<file path="src/rtl/uart_pkg.sv">
// uart_pkg
// Definitions shared by the UART receiver and transmitter: the frame state
// encoding, the default payload width, the frame length and the line levels.
// Ports: none (package).

package uart_pkg;

    // Frame state encoding, shared with the transmitter.
    typedef enum logic [1:0] {
        IDLE   = 2'd0,
        PARITY = 2'd1,
        DATA   = 2'd2,
        STOP   = 2'd3
    } rx_state_e;

    localparam int DATA_W_DEFAULT = 7;

    // start + parity + payload + stop, one clk per bit
    localparam int FRAME_LEN = DATA_W_DEFAULT + 3;

    localparam logic IDLE_LVL  = 1'b0;
    localparam logic START_LVL = 1'b1;
    localparam logic STOP_LVL  = 1'b0;

endpackage : uart_pkg

</file>
<file path="src/rtl/uart_rx_hold.sv">
// uart_rx_hold
// Output hold register for the UART receiver. It holds one received frame
// for the consumer, reports frames dropped under backpressure, and counts
// the frames it has accepted.
// Ports:
//   clk, reset      clock, synchronous active-high reset
//   load            a good frame is complete this cycle
//   load_data       payload of that frame
//   load_perr       parity flag of that frame
//   ready           consumer accepts data_out this cycle
//   data_out        held payload
//   valid           data_out/parity_err hold an unread frame
//   parity_err      parity flag of the held frame
//   overrun         sticky: a good frame was dropped
//   frame_cnt       number of frames loaded, wraps at 256

module uart_rx_hold
    import uart_pkg::*;
#(
    parameter int DATA_W = DATA_W_DEFAULT
) (
    input  logic              clk,
    input  logic              reset,
    input  logic              load,
    input  logic [DATA_W-1:0] load_data,
    input  logic              load_perr,
    input  logic              ready,
    output logic [DATA_W-1:0] data_out,
    output logic              valid,
    output logic              parity_err,
    output logic              overrun,
    output logic [7:0]        frame_cnt
);

    // Handshake: valid, data_out and parity_err stay stable until a cycle
    // with valid & ready. That cycle consumes the frame, and valid drops on
    // the following edge unless a new frame loads on the same edge. A new
    // frame arriving while an unconsumed frame is held (valid & !ready) is
    // dropped and sets overrun.
    logic space;
    assign space = !valid || ready;

    always_ff @(posedge clk) begin
        if (reset) begin
            data_out   <= '0;
            valid      <= 1'b0;
            parity_err <= 1'b0;
            overrun    <= 1'b0;
            frame_cnt  <= 8'd0;
        end else if (load) begin
            if (space) begin
                data_out   <= load_data;
                parity_err <= load_perr;
                valid      <= 1'b1;
                frame_cnt  <= frame_cnt + 8'd1;
            end else begin
                overrun <= 1'b1;
            end
        end else if (valid && ready) begin
            valid <= 1'b0;
        end
    end

endmodule : uart_rx_hold

</file>
<file path="src/rtl/uart_rx.sv">
// uart_rx
// Serial receiver, one line bit per clk, no oversampling. Frame format:
// start (1), parity bit, DATA_W data bits LSB first, stop (0); idle is 0.
// The deserializer FSM lives here; completed good frames go to uart_rx_hold.
// Ports:
//   clk, reset   clock, synchronous active-high reset
//   bit_in       serial line
//   ready        consumer accepts data_out
//   data_out     received payload
//   valid        data_out/parity_err hold an unread frame
//   parity_err   parity mismatch on the held frame
//   frame_err    one-cycle pulse after a bad stop bit
//   overrun      sticky; a good frame was dropped
//   frame_cnt    count of frames loaded into the hold register

module uart_rx
    import uart_pkg::*;
#(
    parameter int DATA_W = DATA_W_DEFAULT
) (
    input  logic              clk,
    input  logic              reset,
    input  logic              bit_in,
    input  logic              ready,
    output logic [DATA_W-1:0] data_out,
    output logic              valid,
    output logic              parity_err,
    output logic              frame_err,
    output logic              overrun,
    output logic [7:0]        frame_cnt
);

    localparam int IDX_W = (DATA_W > 1) ? $clog2(DATA_W) : 1;
    localparam logic [IDX_W-1:0] LAST_IDX = IDX_W'(DATA_W - 1);

    rx_state_e         state;   // current receiver state, observable for checkers
    logic [IDX_W-1:0]  index;
    logic [DATA_W-1:0] payload;
    logic              rx_par;

    logic frame_good;
    logic frame_perr;

    // The hold register loads on the edge that ends the STOP cycle, so the
    // good-frame strobe is decoded from the current state and line bit.
    assign frame_good = (state == STOP) && (bit_in == STOP_LVL);
    // Received parity bit should equal the XOR of the data bits.
    assign frame_perr = rx_par ^ (^payload);

    // Deserializer. Independent of ready: reception never stalls.
    always_ff @(posedge clk) begin
        if (reset) begin
            state     <= IDLE;
            index     <= '0;
            payload   <= '0;
            rx_par    <= 1'b0;
            frame_err <= 1'b0;
        end else begin
            frame_err <= 1'b0;
            case (state)
                IDLE: begin
                    if (bit_in == START_LVL) begin
                        state <= PARITY;
                    end
                end
                PARITY: begin
                    rx_par <= bit_in;
                    index  <= '0;
                    state  <= DATA;
                end
                DATA: begin
                    payload[index] <= bit_in;
                    if (index == LAST_IDX) begin
                        index <= '0;
                        state <= STOP;
                    end else begin
                        index <= index + IDX_W'(1);
                    end
                end
                STOP: begin
                    // A bad stop bit is dropped and never taken as a new
                    // start bit: always return to IDLE from here.
                    if (bit_in != STOP_LVL) begin
                        frame_err <= 1'b1;
                    end
                    state <= IDLE;
                end
                default: state <= IDLE;
            endcase
        end
    end

    uart_rx_hold #(
        .DATA_W (DATA_W)
    ) u_hold (
        .clk        (clk),
        .reset      (reset),
        .load       (frame_good),
        .load_data  (payload),
        .load_perr  (frame_perr),
        .ready      (ready),
        .data_out   (data_out),
        .valid      (valid),
        .parity_err (parity_err),
        .overrun    (overrun),
        .frame_cnt  (frame_cnt)
    );

endmodule : uart_rx

</file>
<file path="config.mk">
export PLATFORM = sky130hd
export DESIGN_NAME = uart_rx
export DESIGN_NICKNAME = d
export VERILOG_FILES = /design/src/rtl/uart_pkg.sv /design/src/rtl/uart_rx_hold.sv /design/src/rtl/uart_rx.sv
export SDC_FILE = /design/constraint.sdc
export NUM_CORES = 1
export LEC_CHECK = 0
export CAP_MARGIN = 15
export CELL_PAD_IN_SITES_DETAIL_PLACEMENT = 1
export CELL_PAD_IN_SITES_GLOBAL_PLACEMENT = 2
export CORE_MARGIN = 5
export CORE_UTILIZATION = 31
export DETAILED_ROUTE_END_ITERATION = 12
export PLACE_DENSITY_LB_ADDON = 0.08
export SLEW_MARGIN = 10
export SYNTH_ARGS = -nofsm -noshare
export SYNTH_HDL_FRONTEND = slang
export SYNTH_SLANG_ARGS = --single-unit
</file>
<file path="constraint.sdc">
create_clock -name clk -period 2.11 [get_ports clk]
set_clock_uncertainty 0.05 [all_clocks]
set_input_delay 0.633 -clock clk [delete_from_list [all_inputs] [get_ports clk]]
set_output_delay 0.633 -clock clk [all_outputs]
set_load 0.03 [all_outputs]
</file>
# == Yosys cells after proc, flatten, opt, wreduce, memory -nomap -nowiden ==
# Cells that the tools add are included.
# totals
regBits,32
in_bits,4
output_inout_bits,19
wordCells,51
# op_classes
add_sub_neg,2
n_lt_le_gt_ge,2
eq_ne,7
n_mux,12
bitwise_logic,4
n_reduce_logical,14
# ops
operator,count
"8-bit by 1-bit adder with 8-bit output, second input constant",1
2-bit one-hot mux with 4 select lines,1
2-bit AND reduction,4
7-bit bitwise mux,1
7-bit parity,1
3-bit one-hot mux with 2 select lines,1
1-bit 2-to-1 mux,5
"2-bit == test, second input constant",2
"3-bit by 4-bit < comparator with 1-bit output, second input constant",1
2-bit 2-to-1 mux,2
"2-bit != test, second input constant",2
2-bit nonzero test,2
"3-bit by 1-bit adder with 3-bit output, second input constant",1
1-bit demux with 3-bit select,1
"3-bit == test, second input constant",1
"3-bit by 1-bit greater-or-equal comparator with 1-bit output, second input constant",1
1-bit logical AND,3
3-bit 2-to-1 mux,1
1-bit inverter,3
"2-bit by 1-bit == test with 1-bit output, second input constant",1
2-bit logical NOT,1
"2-bit by 1-bit != test with 1-bit output, second input constant",1
2-bit OR reduction,1
1-bit logical NOT,1
other kinds (2),2

# == Logic depth before layout (Yosys ltp) ==
# Gate-level depths: netlist of the first run.
# depth
depth_word,5
mapped_depth,7
depth_no_buf,6

# == By module ==
# From an unflattened synthesis of the first run, not the netlist that was laid out.
# hier_totals
hier_cells,170
hier_area_um2,1564.0
# modules_own_cells
module,n_inst,cells_per_inst,area_per_inst_um2,seq_area_each_um2
uart_rx_hold,1,91,785.8,360.3
uart_rx,1,79,778.2,280.3

# == Least setup slack after synthesis of the first run ==
# No wires, ideal clock.
# synth_path
path_type,input port to flip-flop
startpoint,input port bit_in
endpoint,register u_hold.frame_cnt[7]
setup_ns,0.070
arrival_time_ns,1.549
setup_slack_ns,0.441
cell_stages,4
n_path_buf,0
cell_sequence,nand2b_4 nor4_4 or3b_1 a21oi_1
# synth_between
elab_chain_len,3
# synth_lines
item,line,source
"start, declared",uart_rx.sv:23,"input logic bit_in,"
1-bit inverter,uart_rx.sv:46,assign frame_good = (state == STOP) && (bit_in == STOP_LVL);
1-bit logical AND,uart_rx.sv:46,
2-bit AND reduction (no source line),n/a,
"end signal, assigned",uart_rx_hold.sv:55,frame_cnt <= frame_cnt + 8'd1;
"end, declared",uart_rx_hold.sv:32,output logic [7:0] frame_cnt
# No other way between the ends.
# A chain may end at the register's enable or synchronous reset.

# == Final worst setup path of the first run ==
# layout_path
startpoint,register u_hold.frame_cnt[1]
endpoint,output port frame_cnt[1]
# layout_lines
item,line,source
"end, declared",uart_rx.sv:30,output logic [7:0] frame_cnt
# No word-level cell between the ends.

==> out/metrics.cfg, run 1 <==
[grt]
antenna_found_initial=0
grt_pass1_vias=1307
grtUsageTotal=0.119
grt_pass1_wl_um=5980
grt_max_degree=33
grt_overflow=0

[placed_design]
io_buffers=22
preCtsSetupSlack_ns=-0.0791
post_dp_cell_area_mm2=0.00176
gp_congestion=0.816
dpl.cell_count=237
dp_hpwl_um=2570

[power_and_ir_drop]
clockPowerShare=0.372
switchingPower_uw=462
p_seq_frac=0.405
p_sw_frac=0.274
leakagePower_nw=0.726
comb_power_share=0.223
power_mw=1.69
peakVddDrop_mv=0.335
power_density_mw_per_mm2=893
intPower_mw=1.22

[timing]
finalWorstSetupSlack_ns=0.0597
relSlewSlack=0.736
fmax_mhz=488
worstMarginPinSlew_ns=0.396
hold_viol_final=0
finalMaxSlewViolations=0
min_period_ns=2.05
rsz0062_at_grt=no
final-setup-viol-count=0
period_share=0.972
finalSetupTns_ns=0
hold_ws_ns=0.408

[setup_path]
r2r_cells=5
cpLargestDelayFamily=buffers and inverters
setup.worst_path.start_class=flip-flop
end_kind=output pin
worstPathArrival_ns=1.37
reg2reg_from=state[0]
timing.rr.end=u_hold.frame_cnt[7]
critPathMaxStageDelay_ns=0.70
crit_chain=clkdlybuf4s50_1
crit_slowest_cell=clkdlybuf4s50_1
critical_path_buf_inv_count=1
cp.required_ns=1.43
crit_fanout=4
ff2ff_setup_slack_ns=0.44
worst-setup-path-type=flip-flop to output pin

[finish]
final-instance-count-excl-fill=245
antenna_cells=0
nets=202
area_growth_pct=31.4
post-route-util=0.428
fin_area_mm2=0.00189
drive_above_1_share=0.0984

[logic_synthesis]
syn_area_per_cell_um2=8.77
synthDistinctLibCells=31
synth-edff-count=0
ys_warn_count=0
synth_nets=174
yosysSeqAreaShare=0.446
synth_flop_cell=dfxtp_1
async_flop_share=0
syn_inst=164
synth_top_cell_area_share=0.446
synth_seq_cells=32
netlist_area_mm2=0.00144
yosys-top-cells-area=dfxtp_1 45%, xnor2_1 7.3%, nand2_1 6.0%
yosysTopAreaCell=dfxtp_1

[clock_tree]
clock-root-buffer=clkbuf_8
numCtsBuffers=5
postCtsHoldBufs=0
clk_pin_slew_ns=0.06
cts_num_sinks=32
cts_max_level=2
clk_latency_ns=0.27
cts_tree=built
cts_max_path_buffers=2

[min_path]
min_to=u_hold.data_out[0]
holdCritPathClass=flip-flop to flip-flop
holdPathStages=2
hp-start=u_hold.data_out[0]

[floorplan]
ioPinCount=23
start_util=0.326
core_mm2=0.00441
die_area_mm2=0.00610
die_x_um=78.1
num_rows=24
fp.dieH_um=78.1

[routing]
drtAntennaViolNets=0
drtIter0Drc=27
drc=0
route.vias.total=1201
via_per_inst=4.90
routed_wl_um=3390
drt_first_pass_iters=4
wl_per_cell_um=13.8

[run]
maxCapViolCount=0

[outcome]
status=finished clean

worst max path at each step:
| stage | cells past startpoint | end | from | slack (ns) |
|---|---|---|---|---|
| final | 1 | frame_cnt[1] | u_hold.frame_cnt[1] | 0.06 |
| after global routing | 1 | frame_cnt[3] | u_hold.frame_cnt[3] | 0.002 |
| after CTS | 1 | frame_cnt[2] | u_hold.frame_cnt[2] | 0.004 |
| after detailed placement | 5 | u_hold.frame_cnt[7] | bit_in | -0.08 |
| after global placement | 5 | u_hold.frame_cnt[7] | bit_in | -0.06 |
| after floorplan | 4 | u_hold.frame_cnt[7] | bit_in | 0.44 |
logic make-up after synthesis:
family | after synthesis | share of synthesized area
DFF | 32 | 0.446
xor gates and xnor gates | 13 | 0.0792
buffers and inverters | 11 | 0.0305
and+or+nand+nor | 73 | 0.252
AOI/OAI and AO/OA | 20 | 0.0775
adders and majority gates | 6 | 0.0522
muxes | 9 | 0.0635
state kept, by name, indices dropped and copies added, names as in the netlist:
name,count
u_hold.data_out,7
payload,7
frame_err,1
u_hold.valid,1
index,3
u_hold.overrun,1
rx_par,1
state,2
u_hold.parity_err,1
u_hold.frame_cnt,8
cells in the mapped netlist (2+ instances only):
cell       n
buf_2      2
nand2_1   23
mux2i_1    8
nand2b_1   2
nor2_1    22
xnor2_1   12
ha_1       6
o21ai_0    3
clkbuf_1   6
inv_1      3
nand3_1    6
nor2b_1    4
dfxtp_1   32
a21oi_1   13
nor3_1     6
cell usage in the layout, fill, tap and decap left out, drive strengths merged:
cell type / synthesis / layout
buf: 2 / 7
a211oi: 1 / 1
nand3: 6 / 6
nand3b: 1 / 1
ha: 6 / 6
xor2: 1 / 1
nor3: 6 / 6
mux2i: 8 / 8
nand2: 23 / 23
o211ai: 1 / 1
nor3b: 1 / 1
nor2b: 4 / 4
inv: 3 / 3
bufinv: 0 / 1
mux2: 1 / 1
o41ai: 1 / 1
nand4b: 1 / 1
nor2: 22 / 22
dlymetal6s2s: 0 / 3
clkbuf: 6 / 7
a21oi: 13 / 13
clkdlybuf4s50: 0 / 19
nand4: 1 / 1
and3: 1 / 1
dfxtp: 32 / 32
o21ai: 3 / 3
or3b: 1 / 1
nand2b: 3 / 3
xnor2: 12 / 12
a22oi: 1 / 1
and2b: 1 / 1
nor4: 2 / 2
layer usage:
metal  vias up  global-route usage  wire [µm]
met5         -                   0          0
met2        21               0.207       1720
met3         7              0.0378        147
met4         0              0.0405         40
li1        601                   -          -
met1       572               0.138       1490
layout make-up:
type,count,area (µm²)
repair buffers,29,293
fillers,516,2520
flip-flops and latches,32,641
multi-input cells,121,753
clock inverters,1,30.0
well taps,52,65.1
inverters,3,11.3
clock buffers,7,96.3
power by group through the flow:
stage               sequential, mW  combinational [mW]  clock, mW
floorplan                    0.697               0.263          0
global placement             0.694               0.360          0
detailed placement           0.696               0.380          0
CTS                          0.683               0.383      0.653
global route                 0.687               0.429      0.684
finish                       0.683               0.377      0.627
timing repair:
| action | in CTS | in global routing |
|---|---|---|
| endpoints found under the setup margin | 0 | 3 |
| buffers inserted | 0 | 0 |
| gates resized for setup | 0 | 3 |
worst register-to-register path, delay by kind of cell (launching register included):
family | cells | cell delay, ns
and+or+nand+nor | 3 | 0.76
DFF | 1 | 0.40
adders and majority gates | 1 | 0.26
AOI/OAI and AO/OA | 1 | 0.14
Note: power is estimated with default switching activity, not from simulation.
==> inputs of run 2 (changes only) <==
--- a/config.mk
+++ b/config.mk
@@ -8,8 +8,8 @@
 export CAP_MARGIN = 15
 export CELL_PAD_IN_SITES_DETAIL_PLACEMENT = 1
 export CELL_PAD_IN_SITES_GLOBAL_PLACEMENT = 2
-export CORE_MARGIN = 5
-export CORE_UTILIZATION = 31
+export CORE_UTILIZATION = 33
+export CTS_BUF_LIST = sky130_fd_sc_hd__clkbuf_8
 export DETAILED_ROUTE_END_ITERATION = 12
 export PLACE_DENSITY_LB_ADDON = 0.08
 export SLEW_MARGIN = 10
==> run 2 against run 1 <==
First-iteration DRC count is 44% higher. Flip-flop and latch count unchanged. Final area shrank 0.86%. Combinational power down 3%. Highest routed layer unchanged. Power decreased by 10%. Worst setup slack better by 0.012 ns. Critical path depth unchanged.
==> out/metrics.cfg, run 2 (synthesis gave the netlist of run 1 again) <==
[timing]
hold_viol_final=0  ; unchanged
relSlewSlack=0.755  ; was 0.736
finalWorstSetupSlack_ns=0.0713  ; was 0.0597 ns
fmax_mhz=491  ; was 488 MHz
finalMaxSlewViolations=0  ; unchanged
rsz0062_at_grt=no  ; unchanged
period_share=0.966  ; was 0.972
worstMarginPinSlew_ns=0.367  ; was 0.396 ns
final-setup-viol-count=0  ; unchanged
finalSetupTns_ns=0  ; unchanged
hold_ws_ns=0.412  ; was 0.408 ns
min_period_ns=2.04  ; was 2.05 ns

[placed_design]
gp_congestion=0.746  ; was 0.816
io_buffers=22  ; unchanged
preCtsSetupSlack_ns=-0.0599  ; was -0.0791 ns
dp_hpwl_um=2370  ; was 2570 µm

[finish]
nets=205  ; was 202
multi_input_area_um2=753  ; unchanged
largest_reg_flops=8  ; unchanged
mostFrequentLayoutCells=32 x dfxtp_1, 23 x nand2_1, 22 x nor2_1  ; unchanged
antenna_cells=0  ; unchanged
largestRegisters=u_hold.frame_cnt: 8 flops, payload: 7 flops, u_hold.data_out: 7 flops  ; unchanged
largest-register=u_hold.frame_cnt  ; unchanged
fill_cells=480  ; was 516
post-route-util=0.458  ; was 0.428
area_growth_pct=30.3  ; was 31.4%
drive_above_1_share=0.102  ; was 0.0984
seqCellArea_um2=641  ; unchanged
layout_commonest_cell=dfxtp_1  ; unchanged

[setup_path]
critical_path_buf_inv_count=1  ; unchanged
critPathMaxStageDelay_ns=0.69  ; was 0.70 ns
setup.worst_path.start_class=flip-flop  ; unchanged
worst-setup-path-type=flip-flop to output pin  ; unchanged
cpLargestDelayFamily=buffers and inverters  ; unchanged
end_kind=output pin  ; unchanged
cp.required_ns=1.43  ; about the same
crit_chain=clkdlybuf4s50_1  ; unchanged
crit_slowest_cell=clkdlybuf4s50_1  ; unchanged
worstPathArrival_ns=1.36  ; was 1.37 ns
crit_fanout=4  ; unchanged

[power_and_ir_drop]
leakagePower_nw=0.731  ; was 0.726 nW
power_density_mw_per_mm2=810  ; was 893 mW/mm²
peakVddDrop_mv=0.373  ; was 0.335 mV
power_mw=1.52  ; was 1.69 mW

[clock_tree]
postCtsHoldBufs=0  ; unchanged
cts_max_level=2  ; unchanged
clk_pin_slew_ns=0.07  ; was 0.06 ns
cts_tree=built  ; unchanged
cts_setup_buffers=0  ; unchanged
clock-root-buffer=clkbuf_8  ; unchanged
numCtsBuffers=5  ; unchanged
ctsResizeCount=0  ; unchanged
clk_latency_ns=0.28  ; was 0.27 ns
cts_max_path_buffers=2  ; unchanged
cts_num_sinks=32  ; unchanged

[routing]
drtIter0Drc=39  ; was 27
via_per_inst=4.86  ; was 4.90
routed_wl_um=3280  ; was 3390 µm
drt_first_pass_iters=2  ; was 4
route.vias.total=1195  ; was 1201
wl_per_cell_um=13.3  ; was 13.8 µm
drc=0  ; unchanged
drtAntennaViolNets=0  ; unchanged

[run]
maxCapViolCount=0  ; unchanged

[grt]
grt_pass1_wl_um=5510  ; was 5980 µm
grtUsageTotal=0.164  ; was 0.119
grt_pass1_vias=1225  ; was 1307
grt_max_degree=33  ; unchanged
antenna_found_initial=0  ; unchanged
grt_overflow=0  ; unchanged

[floorplan]
ioPinCount=23  ; unchanged
num_rows=23  ; was 24
die_area_mm2=0.00462  ; was 0.00610 mm²
start_util=0.352  ; was 0.326
fp.dieH_um=68.0  ; was 78.1 µm
core_mm2=0.00409  ; was 0.00441 mm²
die_x_um=68.0  ; was 78.1 µm

[outcome]
status=finished clean  ; unchanged

[min_path]
holdCritPathClass=flip-flop to flip-flop  ; unchanged

==> run 2: changes by cell type in the layout (fill, tap and decap cells not counted), sizes merged <==
cell	change
clkbuf	-1
bufinv	-1
inv	+2
buf	+3
==> run 2: layout make-up <==
| type | instances | area share |
|---|---|---|
| Multi-Input combinational cell | 121 | 0.402 |
| Sequential cell | 32 | 0.342 |
| Timing Repair Buffer | 32 | 0.168 |
| Clock buffer | 6 | 0.0441 |
| Tap cell | 50 | 0.0334 |
| Inverter | 3 | 0.00601 |
| Clock inverter | 2 | 0.00401 |
==> run 2: report_power, final <==
| group | leakage [nW] | switching, mW | internal, mW |
|---|---|---|---|
| combinational | 0.419 | 0.203 | 0.161 |
| sequential | 0.258 | 0.0406 | 0.642 |
| clock | 0.0538 | 0.215 | 0.256 |
==> run 2: worst paths after layout <==
path                                           from                  to  slack (ns)  cells past startpoint
worst min-delay path             u_hold.data_out[6]  u_hold.data_out[6]        0.41                      2
worst max-delay path            u_hold.frame_cnt[1]        frame_cnt[1]        0.07                      1
worst min register to register   u_hold.data_out[6]  u_hold.data_out[6]        0.41                      2
worst max register to register             state[0]          payload[4]        0.44                      6
==> run 2: layer usage <==
layer	share of wire	global-route usage	routed length, µm	vias to the layer above
met1	0.47	0.189	1530	566
met3	0.037	0.0417	123	5
met2	0.48	0.281	1580	17
li1	-	-	-	607
met5	0	0	0	-
met4	0.014	0.0781	45	0
==> run 2: per-stage QoR <==
step | area [µm²] | instances
final | 1870 | 246
after global routing | 1870 | 246
after CTS | 1870 | 246
after detailed placement | 1780 | 238
after global placement | 1780 | 238
after floorplan | 1440 | 164
==> inputs of run 3 (changes only) <==
--- a/config.mk
+++ b/config.mk
@@ -11,6 +11,7 @@
 export CORE_UTILIZATION = 33
 export CTS_BUF_LIST = sky130_fd_sc_hd__clkbuf_8
 export DETAILED_ROUTE_END_ITERATION = 12
+export HOLD_SLACK_MARGIN = 0.12
 export PLACE_DENSITY_LB_ADDON = 0.08
 export SLEW_MARGIN = 10
 export SYNTH_ARGS = -nofsm -noshare
==> results of run 3 <==
Same layout as run 2: the final DEF is identical, and so are final timing and power.
